--- config.mk ---
export PLATFORM = sky130hd
export DESIGN_NAME = lcd_responder_flat
export DESIGN_NICKNAME = d
export VERILOG_FILES = /design/src/rtl/lcd_pkg.sv /design/src/rtl/lcd_responder_if.sv /design/src/rtl/lcd_ddram.sv /design/src/rtl/lcd_responder.sv /design/src/flat_wrapper.sv
export SDC_FILE = /design/constraint.sdc
export NUM_CORES = 1
export LEC_CHECK = 0
export ABC_CLOCK_PERIOD_IN_PS = 4450
export CAP_MARGIN = 20
export CORE_ASPECT_RATIO = 1.75
export CORE_MARGIN = 2
export CORE_UTILIZATION = 55
export DETAILED_ROUTE_END_ITERATION = 7
export PLACE_DENSITY = 0.76
export REMOVE_ABC_BUFFERS = 1
export SYNTH_ARGS = -nofsm -noshare
export SYNTH_HDL_FRONTEND = slang
export SYNTH_SLANG_ARGS = --single-unit
--- constraint.sdc ---
create_clock -name clk -period 4.45 [get_ports clk]
set_input_delay 1.335 -clock clk [delete_from_list [all_inputs] [get_ports clk]]
set_output_delay 1.335 -clock clk [all_outputs]
set_load 0.05 [all_outputs]
--- src/rtl/lcd_pkg.sv ---
// Shared definitions for the character-LCD responder: bus control codes,
// FSM state encoding, DDRAM geometry, instruction bit positions and
// helpers for the HD44780 DDRAM address encoding.
package lcd_pkg;

  // lcd_ctrl = {RS, RW}
  localparam logic [1:0] CTRL_CMD   = 2'b00;
  localparam logic [1:0] CTRL_BF    = 2'b01;
  localparam logic [1:0] CTRL_DATA  = 2'b10;
  localparam logic [1:0] CTRL_RDATA = 2'b11;

  localparam logic [1:0] ST_IDLE  = 2'd0;
  localparam logic [1:0] ST_BUSY  = 2'd1;
  localparam logic [1:0] ST_CLEAR = 2'd2;

  localparam logic [6:0] LINE2_BASE  = 7'h40;
  localparam logic [7:0] CHAR_SPACE  = 8'h20;
  localparam int         DDRAM_DEPTH = 32;

  // Instruction class is selected by the highest set bit.
  localparam int CMD_SETDD_BIT = 7;
  localparam int CMD_CGRAM_BIT = 6;
  localparam int CMD_FUNC_BIT  = 5;
  localparam int CMD_SHIFT_BIT = 4;
  localparam int CMD_DISP_BIT  = 3;
  localparam int CMD_ENTRY_BIT = 2;
  localparam int CMD_HOME_BIT  = 1;
  localparam int CMD_CLEAR_BIT = 0;
  localparam int DISP_D_BIT    = 2;
  localparam int ENTRY_ID_BIT  = 1;

  // DDRAM address -> RAM index {line, column}.
  function automatic logic [4:0] ram_idx(input logic [6:0] addr);
    return {addr[6], addr[3:0]};
  endfunction

  // Cursor step with line wrap: 0x0F<->0x40 and 0x4F<->0x00.
  function automatic logic [6:0] cursor_step(input logic [6:0] addr, input logic inc);
    logic [6:0] nxt;
    if (inc) begin
      if (addr[3:0] == 4'hF) nxt = addr[6] ? 7'h00 : LINE2_BASE;
      else                   nxt = {addr[6], 2'b00, addr[3:0] + 4'd1};
    end else begin
      if (addr[3:0] == 4'h0) nxt = addr[6] ? 7'h0F : (LINE2_BASE | 7'h0F);
      else                   nxt = {addr[6], 2'b00, addr[3:0] - 4'd1};
    end
    return nxt;
  endfunction

endpackage

--- src/rtl/lcd_responder_if.sv ---
// Host-to-panel LCD bus: data, {RS,RW} control, enable strobe, read-back
// data and busy. master = host (CPU MMIO side), slave = panel responder.
interface lcd_responder_if;
  logic [7:0] lcd_data;
  logic [1:0] lcd_ctrl;
  logic       lcd_enable;
  logic [7:0] lcd_rdata;
  logic       busy;

  modport master (output lcd_data, lcd_ctrl, lcd_enable, input lcd_rdata, busy);
  modport slave  (input lcd_data, lcd_ctrl, lcd_enable, output lcd_rdata, busy);
endinterface

--- src/rtl/lcd_ddram.sv ---
// 32x8 display RAM: one synchronous write port, two combinational reads
// (cursor read-back and display scan). Contents are not reset.
// Ports: clk, we/waddr/wdata, raddr_a/rdata_a, raddr_b/rdata_b.
module lcd_ddram
  import lcd_pkg::*;
(
  input  logic       clk,
  input  logic       we,
  input  logic [4:0] waddr,
  input  logic [7:0] wdata,
  input  logic [4:0] raddr_a,
  output logic [7:0] rdata_a,
  input  logic [4:0] raddr_b,
  output logic [7:0] rdata_b
);

  logic [7:0] mem [DDRAM_DEPTH];

  always_ff @(posedge clk) begin
    if (we) mem[waddr] <= wdata;
  end

  assign rdata_a = mem[raddr_a];
  assign rdata_b = mem[raddr_b];

endmodule

--- src/rtl/lcd_responder.sv ---
// HD44780-style character-LCD device model: decodes host transfers on the
// falling edge of lcd_enable, keeps a 2x16 DDRAM, cursor, entry mode,
// display-on flag and busy timer, and drives busy-flag/data read-back.
// Ports: clk, rst_n, bus (lcd_data/ctrl/enable in, lcd_rdata/busy out),
// display_on, cursor_addr, char_valid/char_data, scan_addr->scan_char, violation.
module lcd_responder
  import lcd_pkg::*;
#(
  parameter int BUSY_CYCLES  = 4,
  parameter int CLEAR_CYCLES = 40   // must cover the 32 RAM clear writes
) (
  input  logic               clk,
  input  logic               rst_n,
  lcd_responder_if.slave     bus,
  output logic               display_on,
  output logic [6:0]         cursor_addr,
  output logic               char_valid,
  output logic [7:0]         char_data,
  input  logic [4:0]         scan_addr,
  output logic [7:0]         scan_char,
  output logic               violation
);

  logic [1:0]  state;
  logic [15:0] cnt;
  logic [5:0]  clr_idx;      // bit 5 set once all 32 entries are cleared
  logic        en_q;
  logic        entry_inc;
  logic        fall;
  logic        is_busy;
  logic        data_wr;
  logic        clr_wr;
  logic        ram_we;
  logic [4:0]  ram_waddr;
  logic [7:0]  ram_wdata;
  logic [7:0]  cursor_char;
  logic [7:0]  d;

  assign d       = bus.lcd_data;
  assign fall    = en_q & ~bus.lcd_enable;
  assign is_busy = (state != ST_IDLE);
  assign bus.busy = is_busy;

  assign data_wr = fall && !is_busy && (bus.lcd_ctrl == CTRL_DATA);
  assign clr_wr  = (state == ST_CLEAR) && !clr_idx[5];

  // Clear writes and host data writes never coincide: the latter need IDLE.
  assign ram_we    = data_wr | clr_wr;
  assign ram_waddr = clr_wr ? clr_idx[4:0] : ram_idx(cursor_addr);
  assign ram_wdata = clr_wr ? CHAR_SPACE : d;

  lcd_ddram u_ddram (
    .clk     (clk),
    .we      (ram_we),
    .waddr   (ram_waddr),
    .wdata   (ram_wdata),
    .raddr_a (ram_idx(cursor_addr)),
    .rdata_a (cursor_char),
    .raddr_b (scan_addr),
    .rdata_b (scan_char)
  );

  always_comb begin
    bus.lcd_rdata = 8'h00;
    if (bus.lcd_enable && bus.lcd_ctrl[0]) begin
      bus.lcd_rdata = bus.lcd_ctrl[1] ? cursor_char : {is_busy, cursor_addr};
    end
  end

  always_ff @(posedge clk or negedge rst_n) begin
    if (!rst_n) begin
      state       <= ST_IDLE;
      cnt         <= '0;
      clr_idx     <= '0;
      en_q        <= 1'b0;
      entry_inc   <= 1'b1;
      display_on  <= 1'b0;
      cursor_addr <= 7'h00;
      char_valid  <= 1'b0;
      char_data   <= 8'h00;
      violation   <= 1'b0;
    end else begin
      en_q       <= bus.lcd_enable;
      char_valid <= 1'b0;

      // Busy timers; a fall seen below while still busy is dropped.
      if (state == ST_BUSY) begin
        if (cnt == '0) state <= ST_IDLE;
        else           cnt   <= cnt - 16'd1;
      end else if (state == ST_CLEAR) begin
        if (!clr_idx[5]) clr_idx <= clr_idx + 6'd1;
        if (cnt == '0) state <= ST_IDLE;
        else           cnt   <= cnt - 16'd1;
      end

      if (fall) begin
        if (!bus.lcd_ctrl[0] && is_busy) begin
          violation <= 1'b1;
        end else if (!is_busy) begin
          case (bus.lcd_ctrl)
            CTRL_DATA: begin
              cursor_addr <= cursor_step(cursor_addr, entry_inc);
              char_valid  <= 1'b1;
              char_data   <= d;
              state       <= ST_BUSY;
              cnt         <= 16'(BUSY_CYCLES - 1);
            end
            CTRL_RDATA: begin
              cursor_addr <= cursor_step(cursor_addr, entry_inc);
              state       <= ST_BUSY;
              cnt         <= 16'(BUSY_CYCLES - 1);
            end
            CTRL_CMD: begin
              state <= ST_BUSY;
              cnt   <= 16'(BUSY_CYCLES - 1);
              if (d[CMD_SETDD_BIT]) begin
                cursor_addr <= {d[6], 2'b00, d[3:0]};
              end else if (d[CMD_CGRAM_BIT] || d[CMD_FUNC_BIT] || d[CMD_SHIFT_BIT]) begin
                // CGRAM address, function set and shift are not modelled.
              end else if (d[CMD_DISP_BIT]) begin
                display_on <= d[DISP_D_BIT];
              end else if (d[CMD_ENTRY_BIT]) begin
                entry_inc <= d[ENTRY_ID_BIT];
              end else if (d[CMD_HOME_BIT]) begin
                cursor_addr <= 7'h00;
              end else if (d[CMD_CLEAR_BIT]) begin
                cursor_addr <= 7'h00;
                entry_inc   <= 1'b1;
                clr_idx     <= '0;
                state       <= ST_CLEAR;
                cnt         <= 16'(CLEAR_CYCLES - 1);
              end
            end
            default: ;  // busy-flag read: no state change
          endcase
        end
      end
    end
  end

endmodule

--- src/flat_wrapper.sv ---
// flat-port wrapper written by rule: the top's interface ports become plain ports
module lcd_responder_flat import lcd_pkg::*;
#(
  parameter int BUSY_CYCLES  = 4,
  parameter int CLEAR_CYCLES = 40                                        
)
  (clk, rst_n, display_on, cursor_addr, char_valid, char_data, scan_addr, scan_char, violation, bus_lcd_data, bus_lcd_ctrl, bus_lcd_enable, bus_lcd_rdata, bus_busy);
  lcd_responder_if bus_i ();
  input  logic clk;
  input  logic rst_n;
  output logic display_on;
  output logic [6:0] cursor_addr;
  output logic char_valid;
  output logic [7:0] char_data;
  input  logic [4:0] scan_addr;
  output logic [7:0] scan_char;
  output logic violation;
  input wire logic [$bits(bus_i.lcd_data)-1:0] bus_lcd_data;
  input wire logic [$bits(bus_i.lcd_ctrl)-1:0] bus_lcd_ctrl;
  input wire logic [$bits(bus_i.lcd_enable)-1:0] bus_lcd_enable;
  output wire logic [$bits(bus_i.lcd_rdata)-1:0] bus_lcd_rdata;
  output wire logic [$bits(bus_i.busy)-1:0] bus_busy;
  assign bus_i.lcd_data = bus_lcd_data;
  assign bus_i.lcd_ctrl = bus_lcd_ctrl;
  assign bus_i.lcd_enable = bus_lcd_enable;
  assign bus_lcd_rdata = bus_i.lcd_rdata;
  assign bus_busy = bus_i.busy;
  lcd_responder #(.BUSY_CYCLES(BUSY_CYCLES), .CLEAR_CYCLES(CLEAR_CYCLES)) u_core (.clk(clk), .rst_n(rst_n), .bus(bus_i), .display_on(display_on), .cursor_addr(cursor_addr), .char_valid(char_valid), .char_data(char_data), .scan_addr(scan_addr), .scan_char(scan_char), .violation(violation));
endmodule
==> out/results.tsv, run 1 <==
metric	value	unit
async_flop_share	0.141	
rows	78	
max_cap_viol_count	0	
outcome	finished with violations	
cts_num_sinks	298	
fillers	1722	
tightest_slew	1150	ps
finalPower	6.05	mW
portBuffers	50	
crit_type	in -> out	
clockBufferDepth	3	
drcViolationCount	0	
yosysTopAreaCell	edfxtp_1	
violations	negative setup slack	
required	3120	ps
drive_gt1_frac	0.305	
grt_antenna_before_repair	0	
ant_nets	0	
end_kind	output port	
cts_hold_buf	0	
grt_pass1_wl	57.9	mm
fin_cells	1344	
ys_top_cells_by_area	edfxtp_1, mux4_2, dfrtp_1	
finClkSkew	25.1	ps
p_per_area	351	nW/um^2
synth_top_cell_area_share	0.530	
ys_seq_area_frac	0.603	
clockRootBuffer	clkbuf_16	
clk_latency	570	ps
fmax	223	MHz
vias	9345	
timing.final.crit_share	1.01	
path_max_fanout	8	
grt-ovfl-total	0	
crit_arrival	3150	ps
gp_congestion	0.946	
path_clk_slew	70	ps
vias_per_cell	6.95	
dp_hpwl	26.0	mm
finalMaxSlewViolations	0	
ys_warn_count	0	
cts_tree	done	
ir_worst_vdd	0.480	mV
period_needed	4480	ps
numCtsBuffers	27	
setup_viol	4	
die_area	27700	um^2
syn_area	14500	um^2
worstRegToRegCells	5	
drt-initial-drc-count	1104	
dr.pass1.iters	6	
synth-seq-cells	298	
finalNetCount	1026	
ios	53	
min_path_cells	1	
wl_per_cell	29.6	um
rsz0062_at_grt	yes	
startpoint_type	input pin	
hold_viol_final	0	
grt_max_degree	43	
syn_inst	896	
die_y	219	um
drt-total-wl	39.8	mm
coreArea	26000	um^2
htreeDepth	1	
synth_edf_count	256	
start_util	0.559	
relSlewSlack	0.233	
grt_pass1_vias	9312	
synth.avg_cell_area	16.2	um^2
die_w	127	um
syn_to_final_growth	18.9	%
grt.total_usage	0.287	
power_leakage	6.05	nW
synth_ff_type	edfxtp_1	
dp_cells	1282	
fin_ws	-31.0	ps
post_synth_num_cell_types	69	
min_path_type	reg -> reg	
antenna_cells	0	
cells by family (layout without fill, tap and decap cells):
logic type | count (synthesis) | in the layout | share of synthesized area
DFF | 298 | 298 | 0.603
and+or+nand+nor | 226 | 226 | 0.0759
adders and majority gates | 5 | 5 | 0.00431
muxes | 176 | 176 | 0.234
AOI/OAI and AO/OA | 99 | 99 | 0.0477
other | 1 | 2 | 0.000259
buffers and inverters | 75 | 202 | 0.0251
xor gates and xnor gates | 16 | 16 | 0.00966
state kept, by name, summed over array words and instances (netlist names):
register,cells
u_core.u_ddram.mem,256
u_core.char_valid,1
u_core.display_on,1
u_core.char_data,8
u_core.entry_inc,1
u_core.cnt,16
u_core.clr_idx,6
u_core.state,2
u_core.en_q,1
u_core.violation,1
u_core.cursor_addr,5
critical path: stages:
cell and delay [ps]:
buf_16 150, buf_16 160, mux4_2 500, mux4_2 530
mux2_4 310, buf_6 160
cell usage in the layout, fill, tap and decap left out, types with 6 or more instances in the layout:
master and instances:
edfxtp_1 256, mux4_2 130, nor2_1 76, nand2_1 71, buf_4 59, dfrtp_1 39, mux2i_1 38, clkdlybuf4s50_1 29
clkbuf_16 28, nand3_1 19, o21ai_0 17, buf_6 17, a21oi_1 16, buf_12 16, xnor2_1 11, inv_1 10
and2_1 8, a22oi_1 8, buf_16 8, nor3_1 7, mux2_4 7, bufinv_16 7, nor2b_1 6
through the flow:
step	setup TNS [ps]	setup WS [ps]	utilization	cell area [um^2]	hold WS, ps
2_1_floorplan	-9700	-1560	-	14200	446
3_3_place_gp	-2110	-275	0.609	15800	441
4_1_cts	-24.8	-19.9	0.660	17100	463
5_1_grt	-149	-52.5	0.664	17200	488
6_report	-60.9	-31.0	0.664	17200	464
3_5_place_dp	-2040	-224	0.612	15900	450
repair_timing:
| item | 4_1_cts | 5_1_grt |
|---|---|---|
| buffers inserted | 2 | 0 |
| gates cloned | 5 | 1 |
| setup endpoints to repair | 14 | 9 |
| resized for setup | 25 | 12 |
path summary, 6_finish.rpt:
| kind | start | end | slack, ps |
|---|---|---|---|
| worst min register to register | u_core.violation | u_core.violation | 460 |
| worst min-delay path | u_core.violation | u_core.violation | 460 |
| worst max register to register | u_core.state[0] | u_core.u_ddram.mem[17][4] | 1150 |
| min in group asynchronous | rst_n | u_core.char_data[1] | 890 |
| worst max-delay path | scan_addr[0] | scan_char[0] | -30 |
| max in group asynchronous | rst_n | u_core.cursor_addr[0] | 2890 |
cell type report:
cell class	count	area, um^2	share of cell area
clock buffer	27	676	0.0392
clock inverter	23	320	0.0186
inverter	13	50.0	0.00290
multi-input combinational	524	5440	0.315
sequential	298	8750	0.507
tap	320	400	0.0232
timing repair buffer	139	1610	0.0934
synth_stat cells, types with 3 or more instances:
master,instances
a22oi_1,8
buf_2,18
a211oi_1,3
edfxtp_1,256
inv_1,10
mux4_2,130
a2111oi_0,5
nor4_2,3
nand2_1,71
or4_1,3
nor3_1,7
mux2_2,8
o31ai_1,5
a32oi_1,4
nor2b_1,6
clkbuf_1,20
ha_1,5
xnor2_1,11
dfrtp_1,41
a21o_1,4
a21oi_1,16
or3_1,5
buf_1,9
mux2i_1,38
xor2_1,5
a221oi_1,6
nor2_1,76
and2_1,8
a41oi_1,3
nand3_1,19
nor3b_1,3
nand4_1,5
o22ai_1,3
nor4_1,3
a31oi_1,5
a22o_1,4
o21ai_0,17
buf_4,14
a311oi_1,3
routing by layer:
layer / GRT usage / vias to the layer above / part of all wire
met2: 0.492 / 648 / 0.51
met1: 0.343 / 4718 / 0.33
met5: 0 / - / 0
met4: 0.170 / 0 / 0.063
li1: - / 3831 / -
met3: 0.0466 / 148 / 0.097
where the power goes:
part | switching, mW | internal, mW
registers | 0.000183 | 3.03
logic | 0.207 | 0.183
clock network | 1.10 | 1.53
Power figures use the tool's default switching activity.
==> inputs of run 2 (changes only) <==
--- a/config.mk
+++ b/config.mk
@@ -10,6 +10,7 @@
 export CORE_ASPECT_RATIO = 1.75
 export CORE_MARGIN = 2
 export CORE_UTILIZATION = 55
+export CTS_BUF_LIST = sky130_fd_sc_hd__clkbuf_16
 export DETAILED_ROUTE_END_ITERATION = 7
 export PLACE_DENSITY = 0.76
 export REMOVE_ABC_BUFFERS = 1
==> results of run 2 <==
Same layout as run 1: the final DEF is identical, and so are final timing and power.
==> inputs of run 3 (changes only) <==
--- a/config.mk
+++ b/config.mk
@@ -11,6 +11,7 @@
 export CORE_MARGIN = 2
 export CORE_UTILIZATION = 55
 export CTS_BUF_LIST = sky130_fd_sc_hd__clkbuf_16
+export CTS_CLUSTER_SIZE = 30
 export DETAILED_ROUTE_END_ITERATION = 7
 export PLACE_DENSITY = 0.76
 export REMOVE_ABC_BUFFERS = 1
==> results of run 3 <==
Same layout as run 1: the final DEF is identical, and so are final timing and power.
